$ cat config.mk
export PLATFORM = sky130hd
export DESIGN_NAME = join_arb_ctrl_flat
export DESIGN_NICKNAME = d
export VERILOG_FILES = /design/src/rtl/join_arb_ctrl_if.sv /design/src/rtl/join_arb_ctrl.sv /design/src/flat_wrapper.sv
export SDC_FILE = /design/constraint.sdc
export NUM_CORES = 1
export LEC_CHECK = 0
export BUFFER_PORTS_ARGS = -buffer_cell sky130_fd_sc_hd__buf_2
export CAP_MARGIN = 5
export CORE_MARGIN = 5
export CORE_UTILIZATION = 41
export CTS_CLUSTER_DIAMETER = 150
export DETAILED_ROUTE_END_ITERATION = 8
export PLACE_DENSITY_LB_ADDON = 0.3
export SYNTH_ARGS = -nofsm -noshare
export SYNTH_HDL_FRONTEND = slang
export SYNTH_SLANG_ARGS = --single-unit
$ cat constraint.sdc
create_clock -name CLK -period 1.6 [get_ports CLK]
set_clock_uncertainty 0.05 [all_clocks]
set_input_delay 0.16 -clock CLK [delete_from_list [all_inputs] [get_ports CLK]]
set_output_delay 0.16 -clock CLK [all_outputs]
set_load 0.03 [all_outputs]
$ cat src/rtl/join_arb_ctrl_if.sv
// join_arb_ctrl_if: handshake and status bundle between two requesters, the arbiter and the join stage
interface join_arb_ctrl_if #(
    parameter int DW = 16,
    parameter int CW = 8
);
    logic          SEND_IN_A;
    logic [DW-1:0] DATA_IN_A;
    logic          ACK_IN_A;
    logic          SEND_IN_B;
    logic [DW-1:0] DATA_IN_B;
    logic          ACK_IN_B;
    logic          SEND_OUT;
    logic [DW-1:0] DATA_OUT;
    logic          ACK_OUT;
    logic          GNT_A;
    logic          GNT_B;
    logic          BUSY;
    logic [CW-1:0] CNT_A;
    logic [CW-1:0] CNT_B;
    modport master (
        output SEND_IN_A, DATA_IN_A, SEND_IN_B, DATA_IN_B, ACK_OUT,
        input  ACK_IN_A, ACK_IN_B, SEND_OUT, DATA_OUT, GNT_A, GNT_B, BUSY, CNT_A, CNT_B
    );
    modport slave (
        input  SEND_IN_A, DATA_IN_A, SEND_IN_B, DATA_IN_B, ACK_OUT,
        output ACK_IN_A, ACK_IN_B, SEND_OUT, DATA_OUT, GNT_A, GNT_B, BUSY, CNT_A, CNT_B
    );
endinterface

$ cat src/rtl/join_arb_ctrl.sv
// join_arb_ctrl: round-robin arbiter joining two four-phase requesters onto one four-phase output
module join_arb_ctrl #(
    parameter int DW = 16,
    parameter int CW = 8
) (
    input logic          CLK,
    input logic          MR_N,
    join_arb_ctrl_if.slave bus
);
    typedef enum logic [1:0] {IDLE, REQ, RTZ} state_t;
    state_t        state_q, state_d;
    logic          fav_b_q, fav_b_d;
    logic          win_b_q, win_b_d;
    logic          send_q, send_d;
    logic          ack_a_q, ack_a_d;
    logic          ack_b_q, ack_b_d;
    logic          gnt_a_q, gnt_a_d;
    logic          gnt_b_q, gnt_b_d;
    logic          busy_q, busy_d;
    logic [DW-1:0] data_q, data_d;
    logic [CW-1:0] cnt_a_q, cnt_a_d;
    logic [CW-1:0] cnt_b_q, cnt_b_d;
    logic          pick_b;

    // Every output is a flop; reset abandons any token in flight and leaves the pointer on A
    always_ff @(posedge CLK or negedge MR_N) begin
        if (!MR_N) begin
            state_q <= IDLE;
            fav_b_q <= 1'b0;
            win_b_q <= 1'b0;
            send_q  <= 1'b0;
            ack_a_q <= 1'b0;
            ack_b_q <= 1'b0;
            gnt_a_q <= 1'b0;
            gnt_b_q <= 1'b0;
            busy_q  <= 1'b0;
            data_q  <= '0;
            cnt_a_q <= '0;
            cnt_b_q <= '0;
        end else begin
            state_q <= state_d;
            fav_b_q <= fav_b_d;
            win_b_q <= win_b_d;
            send_q  <= send_d;
            ack_a_q <= ack_a_d;
            ack_b_q <= ack_b_d;
            gnt_a_q <= gnt_a_d;
            gnt_b_q <= gnt_b_d;
            busy_q  <= busy_d;
            data_q  <= data_d;
            cnt_a_q <= cnt_a_d;
            cnt_b_q <= cnt_b_d;
        end
    end

    // Grant in IDLE, wait for the join ack in REQ, wait for both sides to return to zero in RTZ
    always_comb begin
        state_d = state_q;
        fav_b_d = fav_b_q;
        win_b_d = win_b_q;
        send_d  = send_q;
        ack_a_d = ack_a_q;
        ack_b_d = ack_b_q;
        gnt_a_d = gnt_a_q;
        gnt_b_d = gnt_b_q;
        data_d  = data_q;
        cnt_a_d = cnt_a_q;
        cnt_b_d = cnt_b_q;
        pick_b  = bus.SEND_IN_B & (~bus.SEND_IN_A | fav_b_q);
        case (state_q)
            IDLE: begin
                if (bus.SEND_IN_A | bus.SEND_IN_B) begin
                    state_d = REQ;
                    win_b_d = pick_b;
                    fav_b_d = ~pick_b;
                    send_d  = 1'b1;
                    data_d  = pick_b ? bus.DATA_IN_B : bus.DATA_IN_A;
                    ack_a_d = ~pick_b;
                    ack_b_d = pick_b;
                    gnt_a_d = ~pick_b;
                    gnt_b_d = pick_b;
                end
            end
            REQ: begin
                if (bus.ACK_OUT) begin
                    send_d  = 1'b0;
                    state_d = RTZ;
                end
            end
            RTZ: begin
                if (!bus.ACK_OUT && !(win_b_q ? ack_b_q : ack_a_q)) begin
                    state_d = IDLE;
                    gnt_a_d = 1'b0;
                    gnt_b_d = 1'b0;
                    cnt_a_d = win_b_q ? cnt_a_q : cnt_a_q + 1'b1;
                    cnt_b_d = win_b_q ? cnt_b_q + 1'b1 : cnt_b_q;
                end
            end
            default: state_d = IDLE;
        endcase
        if (state_q != IDLE) begin
            ack_a_d = ack_a_q & bus.SEND_IN_A;
            ack_b_d = ack_b_q & bus.SEND_IN_B;
        end
        busy_d = state_d != IDLE;
    end

    assign bus.SEND_OUT = send_q;
    assign bus.DATA_OUT = data_q;
    assign bus.ACK_IN_A = ack_a_q;
    assign bus.ACK_IN_B = ack_b_q;
    assign bus.GNT_A    = gnt_a_q;
    assign bus.GNT_B    = gnt_b_q;
    assign bus.BUSY     = busy_q;
    assign bus.CNT_A    = cnt_a_q;
    assign bus.CNT_B    = cnt_b_q;
endmodule

$ cat src/flat_wrapper.sv
// flat-port wrapper written by rule: the top's interface ports become plain ports
module join_arb_ctrl_flat 
#(
    parameter int DW = 16,
    parameter int CW = 8
)
  (CLK, MR_N, bus_SEND_IN_A, bus_DATA_IN_A, bus_SEND_IN_B, bus_DATA_IN_B, bus_ACK_OUT, bus_ACK_IN_A, bus_ACK_IN_B, bus_SEND_OUT, bus_DATA_OUT, bus_GNT_A, bus_GNT_B, bus_BUSY, bus_CNT_A, bus_CNT_B);
  join_arb_ctrl_if #(.DW(DW), .CW(CW)) bus_i ();
  input logic CLK;
  input logic MR_N;
  input wire logic [$bits(bus_i.SEND_IN_A)-1:0] bus_SEND_IN_A;
  input wire logic [$bits(bus_i.DATA_IN_A)-1:0] bus_DATA_IN_A;
  input wire logic [$bits(bus_i.SEND_IN_B)-1:0] bus_SEND_IN_B;
  input wire logic [$bits(bus_i.DATA_IN_B)-1:0] bus_DATA_IN_B;
  input wire logic [$bits(bus_i.ACK_OUT)-1:0] bus_ACK_OUT;
  output wire logic [$bits(bus_i.ACK_IN_A)-1:0] bus_ACK_IN_A;
  output wire logic [$bits(bus_i.ACK_IN_B)-1:0] bus_ACK_IN_B;
  output wire logic [$bits(bus_i.SEND_OUT)-1:0] bus_SEND_OUT;
  output wire logic [$bits(bus_i.DATA_OUT)-1:0] bus_DATA_OUT;
  output wire logic [$bits(bus_i.GNT_A)-1:0] bus_GNT_A;
  output wire logic [$bits(bus_i.GNT_B)-1:0] bus_GNT_B;
  output wire logic [$bits(bus_i.BUSY)-1:0] bus_BUSY;
  output wire logic [$bits(bus_i.CNT_A)-1:0] bus_CNT_A;
  output wire logic [$bits(bus_i.CNT_B)-1:0] bus_CNT_B;
  assign bus_i.SEND_IN_A = bus_SEND_IN_A;
  assign bus_i.DATA_IN_A = bus_DATA_IN_A;
  assign bus_i.SEND_IN_B = bus_SEND_IN_B;
  assign bus_i.DATA_IN_B = bus_DATA_IN_B;
  assign bus_i.ACK_OUT = bus_ACK_OUT;
  assign bus_ACK_IN_A = bus_i.ACK_IN_A;
  assign bus_ACK_IN_B = bus_i.ACK_IN_B;
  assign bus_SEND_OUT = bus_i.SEND_OUT;
  assign bus_DATA_OUT = bus_i.DATA_OUT;
  assign bus_GNT_A = bus_i.GNT_A;
  assign bus_GNT_B = bus_i.GNT_B;
  assign bus_BUSY = bus_i.BUSY;
  assign bus_CNT_A = bus_i.CNT_A;
  assign bus_CNT_B = bus_i.CNT_B;
  join_arb_ctrl #(.DW(DW), .CW(CW)) u_core (.CLK(CLK), .MR_N(MR_N), .bus(bus_i));
endmodule
Word-level counts from Yosys, hierarchy flattened:

Cells that the tools add are included.

* eq/ne operators: 5
* multipliers: 0
* shifts and indexed selects: 0
* reduce and logical (&&, ||, !) cells: 16
* $lt $le $gt $ge: 0
* div/mod/pow operators: 0
* muxes and demuxes: 18
* add/subtract/negate cells: 2
* bitwise gates (word level): 8

Operators by type and width (number)
* 8-bit by 1-bit adder with 8-bit output (second input constant): 2
* 16-bit two-way mux: 1
* 3-bit AND reduction: 4
* 2-bit nonzero test: 6
* 1-bit two-way mux: 10
* 2-bit two-way mux: 3
* 1-bit one-hot mux with 2 select lines: 3
* 2-bit one-hot mux with 3 select lines: 1
* 2-bit by 1-bit != test with 1-bit output (second input constant): 2
* 2-bit AND reduction: 2
* 1-bit bitwise AND: 3
* 1-bit inverter: 3
* 2-bit by 1-bit == test with 1-bit output (second input constant): 1
* 2-bit == test (second input constant): 1
* 1-bit logical NOT: 2
* 2-bit logical NOT: 1
* 2-bit != test (second input constant): 1
* 1-bit OR: 2
* 1-bit logical AND: 1

* input bits: 37
* output and inout bits: 38
* memories kept: 0
* word-level logic and storage cells: 61
* ROM bits: 0
* latch bits: 0
* register bits: 42
* memory bits (writable): 0

Logic depth before layout (Yosys ltp):

* depth after elaboration: 7
* mapped depth: 6
* gate-level depth less buffers: 4

Worst setup path before layout:

No wires, ideal clock.

* path type: flip-flop to flip-flop
* start: reg u_core.fav_b_q
* end: reg u_core.data_q[11] (netlist: u_core.bus.DATA_OUT[11])
* library setup time: 0.126 ns
* slack: 0.081 ns
* cell stages (with the launch flop): 6
* data arrival time: 1.343 ns
* clock period less this slack: 1.519 ns
* path through: dfrtp_1 nand2b_1 and3_1 clkbuf_2 buf_2 a221o_1

* cells in the longest elaborated chain, start to end: 3

RTL lines
* start: declaration: line join_arb_ctrl.sv:12 `logic fav_b_q, fav_b_d;`
* start signal: assignment: line join_arb_ctrl.sv:42 `fav_b_q <= fav_b_d;`
* 1-bit OR: line join_arb_ctrl.sv:69 `pick_b = bus.SEND_IN_B & (~bus.SEND_IN_A | fav_b_q);`
* 1-bit bitwise AND: line join_arb_ctrl.sv:69
* 16-bit two-way mux: line join_arb_ctrl.sv:77 `data_d = pick_b ? bus.DATA_IN_B : bus.DATA_IN_A;`
* end signal: assignment: line join_arb_ctrl.sv:50 `data_q <= data_d;`
* end: declaration: line join_arb_ctrl.sv:20 `logic [DW-1:0] data_q, data_d;`

No other way between the ends.
A chain may end at the register's enable or synchronous reset.

Final worst setup path:

* start: reg u_core.state_q[0]
* end: reg u_core.cnt_b_q[7] (netlist: u_core.bus.CNT_B[7])

* cells in the longest elaborated chain, start to end: 2

RTL lines
* start: declaration: line join_arb_ctrl.sv:11 `state_t state_q, state_d;`
* start signal: assignment: line join_arb_ctrl.sv:41 `state_q <= state_d;`
* 2-bit == test: line join_arb_ctrl.sv:70 `case (state_q)`
* 3-bit AND reduction (no source line)
* end signal: assignment: line join_arb_ctrl.sv:52 `cnt_b_q <= cnt_b_d;`
* end: declaration: line join_arb_ctrl.sv:22 `logic [CW-1:0] cnt_b_q, cnt_b_d;`

No other way between the ends.

==> impl_summary.log <==
INFO  metric status = finished, final reports clean
INFO  metric power.total = 4990 uW
INFO  metric routed_wire_length_per_instance = 14.0 um
INFO  metric hold_path.startpoint = bus_DATA_IN_A[0]
INFO  metric postSynthRegisterBits = 42
INFO  metric chipHeight = 80.0 um
INFO  metric maxSlewHeadroom = 66.0%
INFO  metric drt_iter0_drc = 49
INFO  metric cts_buffers = 5
INFO  metric final_cells = 330
INFO  metric cts_tree = yes
INFO  metric route.met2.wl = 2310 um
INFO  metric design.core.area = 4750 um^2
INFO  metric timing.hold.worst.class = primary input to flop
INFO  metric setup_viol = 0
INFO  metric area_delta_synth_final = 30.9%
INFO  metric detailroute.wirelength.met3 = 283 um
INFO  metric worst-endpoint-required = 1.77 ns
INFO  metric timing.final.hold_violations = 0
INFO  metric via_count = 1,695
INFO  metric cts-root-buf = sky130_fd_sc_hd__clkbuf_8
INFO  metric grt-ovfl-total = 0
INFO  metric tightest_slew = 0.510 ns
INFO  metric route.antenna.remaining_nets = 0
INFO  metric clkLatencyLatePin = 0.29 ns
INFO  metric final_nets = 301
INFO  metric worst_setup_path_start_kind = flop
INFO  metric ys.warnings.count = 0
INFO  metric critPathArrivalTime = 1.69 ns
INFO  metric pre_cts_ws = 0.0628 ns
INFO  metric clkTransAtPathRegs = 0.09 ns
INFO  metric dp.final_hpwl = 3510 um
INFO  metric crit-reg2reg-launch = u_core.state_q[0]
INFO  metric ys_dominant_reg_cell = sky130_fd_sc_hd__dfrtp_1
INFO  metric drt_pre_antenna_iters = 5
INFO  metric seq_area_frac_synth = 52.3%
INFO  metric highest-signal-layer = met4
INFO  metric critical_path_cell_by_cell = or3b_4 -> nor4_2 -> xor2_1
INFO  metric layout_min_cycle_time = 1.52 ns
INFO  metric post-route-period-util = 94.9%
INFO  metric synthesis.nets = 215
INFO  metric synth_async_sr_flop_share = 100%
INFO  metric fin_tns_setup = 0 ns
INFO  metric grt_pass1_wl = 7620 um
INFO  metric fmax = 0.659 GHz
INFO  metric post_synthesis_area_per_instance = 11.4 um^2
INFO  metric share_of_cells_above_drive_strength_1 = 40.3%
INFO  metric syn_area = 2010 um^2
INFO  metric number_of_global_route_vias_before_repair = 1,692
INFO  metric drt_wl_total = 4610 um
INFO  metric worst_hold_slack = 0.0414 ns
INFO  metric yosys.area.top_type_share = 52.3%
INFO  metric detail_route.wirelength.met1 = 1950 um
INFO  metric final-max-slew-violation-count = 0
INFO  metric die_w = 80.0 um
INFO  metric reg2reg_slack = 0.08 ns
INFO  metric io-pin-count = 75
INFO  metric placedCellCount = 321
INFO  metric post-synth-top-area-cell = sky130_fd_sc_hd__dfrtp_1
INFO  metric synth_top_cells_by_area = sky130_fd_sc_hd__dfrtp_1, sky130_fd_sc_hd__a221o_1, sky130_fd_sc_hd__a21boi_0
INFO  metric cap_viol_max_count = 0
INFO  metric end_kind = flop
INFO  metric grt_max_degree = 43
INFO  metric critical_path.max_stage_delay = 0.47 ns
INFO  metric routed_via_density = 5.14
INFO  metric ys_top_cells_by_count = sky130_fd_sc_hd__dfrtp_1, sky130_fd_sc_hd__a21boi_0, sky130_fd_sc_hd__a221o_1, sky130_fd_sc_hd__nand3_1
INFO  metric post-route-drc-count = 0
INFO  metric placement.io_buffers = 74
INFO  metric beginning_of_the_critical_path = u_core.state_q[0]
INFO  metric setup_repair_after_global_routing_missed_its_margin = false
INFO  metric static-leakage-power = 0.00130 uW
INFO  metric cts.sinks = 42
INFO  metric fin_ws = 0.0822 ns
INFO  metric synthDistinctLibCells = 44
INFO  metric slowest_stage = sky130_fd_sc_hd__dfrtp_1
INFO  metric initial_utilization = 42.2%
INFO  metric clock_path_buffers = 2
INFO  metric crit_path_max_fanout = 6
INFO  metric design.die.area = 6400 um^2
INFO  metric antenna-diode-count = 0
INFO  metric synth.most_common_cell = sky130_fd_sc_hd__dfrtp_1
INFO  metric path_class = flop to flop
INFO  metric synth-edff-count = 0
INFO  metric placement_rows = 25
INFO  metric power_density = 1900 nW/um^2
INFO  metric antenna_found_initial = 0
INFO  metric vdd_drop_max = 1.04 mV
INFO  metric groute.usage.overall = 15.3%
INFO  metric synth_cells = 176
INFO  metric cts-htree-levels = 2
INFO  metric place_congestion = 0.860
==> layout make-up <==
cell class              instances  area, um^2
clock inverters                 3        45.0
clock buffers                   5        68.8
inverters                       2        7.51
flip-flops and latches         42        1050
repair buffers                 89         485
multi-input cells             122         887
well taps                      67        83.8
fillers                       451        2130
==> per-layer routing <==
metal  vias to the layer above  GRT usage (%)
li1                        821              -
met1                       814           17.8
met2                        52           25.7
met3                         8           5.42
met4                         0           5.74
met5                         -              0
==> path summary, 6_finish.rpt <==
kind / end / depth (start not counted)
max: u_core.bus.CNT_B[7] / 3
min: u_core.bus.DATA_OUT[0] / 2
max reg2reg: u_core.bus.CNT_B[7] / 3
min reg2reg: u_core.bus.CNT_B[7] / 1
max in group asynchronous: u_core.bus.BUSY / 3
min in group asynchronous: u_core.bus.CNT_B[6] / 3
==> power breakdown <==
group	internal, uW	leakage (uW)	switching [uW]
Clock	464	0.0000504	372
Sequential	1440	0.000530	325
Combinational	963	0.000722	1420
==> stage by stage <==
| step | utilization (%) | instance area (um^2) |
|---|---|---|
| final | 55.3 | 2630 |
| after global routing | 55.3 | 2630 |
| after CTS | 55.0 | 2620 |
| after detailed placement | 52.4 | 2490 |
| after global placement | 52.4 | 2490 |
| after floorplan | - | 2010 |
==> flip-flops by register name (all words and copies together), names as in the netlist <==
register / count
u_core.bus.CNT_B: 8
u_core.win_b_q: 1
u_core.bus.ACK_IN_B: 1
u_core.bus.ACK_IN_A: 1
u_core.fav_b_q: 1
u_core.bus.CNT_A: 8
u_core.bus.SEND_OUT: 1
u_core.state_q: 2
u_core.bus.GNT_B: 1
u_core.bus.DATA_OUT: 16
u_core.bus.BUSY: 1
u_core.bus.GNT_A: 1
==> critical path, delay by kind of cell, from the launching register on <==
family / cells / cell delay [ns]
xor+xnor: 1 / 0.17
simple gates: 2 / 0.76
flops: 1 / 0.47
==> cells in the final DEF, fill, tap and decap left out, types with 2 or more instances in the layout <==
cell,n
sky130_fd_sc_hd__dfrtp_1,42
sky130_fd_sc_hd__nand4_1,4
sky130_fd_sc_hd__clkbuf_8,5
sky130_fd_sc_hd__mux2_1,2
sky130_fd_sc_hd__nor3_1,2
sky130_fd_sc_hd__a221o_1,11
sky130_fd_sc_hd__clkinvlp_4,2
sky130_fd_sc_hd__buf_2,74
sky130_fd_sc_hd__a21boi_0,11
sky130_fd_sc_hd__nor2b_1,3
sky130_fd_sc_hd__buf_4,14
sky130_fd_sc_hd__a21o_1,3
sky130_fd_sc_hd__nand3_1,10
sky130_fd_sc_hd__a31o_1,3
sky130_fd_sc_hd__and3_1,4
sky130_fd_sc_hd__a21oi_1,6
sky130_fd_sc_hd__ha_1,2
sky130_fd_sc_hd__a31oi_1,5
sky130_fd_sc_hd__and2_1,2
sky130_fd_sc_hd__o21ai_0,7
sky130_fd_sc_hd__xor2_1,5
sky130_fd_sc_hd__nand2b_1,4
sky130_fd_sc_hd__inv_1,2
sky130_fd_sc_hd__nor4_2,3
sky130_fd_sc_hd__xnor2_1,9
sky130_fd_sc_hd__nand2_1,9
==> cells by family after synthesis <==
| group | Yosys count | synth area share (%) |
|---|---|---|
| adder cells (fa/ha/maj) | 2 | 1.25 |
| multiplexers | 3 | 1.62 |
| AO/OA/AOI/OAI | 50 | 18.2 |
| XOR/XNOR | 14 | 6.11 |
| buffers and inverters | 12 | 4.11 |
| flip-flops | 42 | 52.3 |
| AND/OR/NAND/NOR | 53 | 16.4 |
==> what timing repair did <==
action | 4_1_cts | 5_1_grt
setup buffers | 0 | 0
endpoints found under the hold margin | 42 | 0
resized for setup | 0 | 2
endpoints found under the setup margin | 0 | 2
hold buffers | 1 | 0
Power figures use the tool's default switching activity.
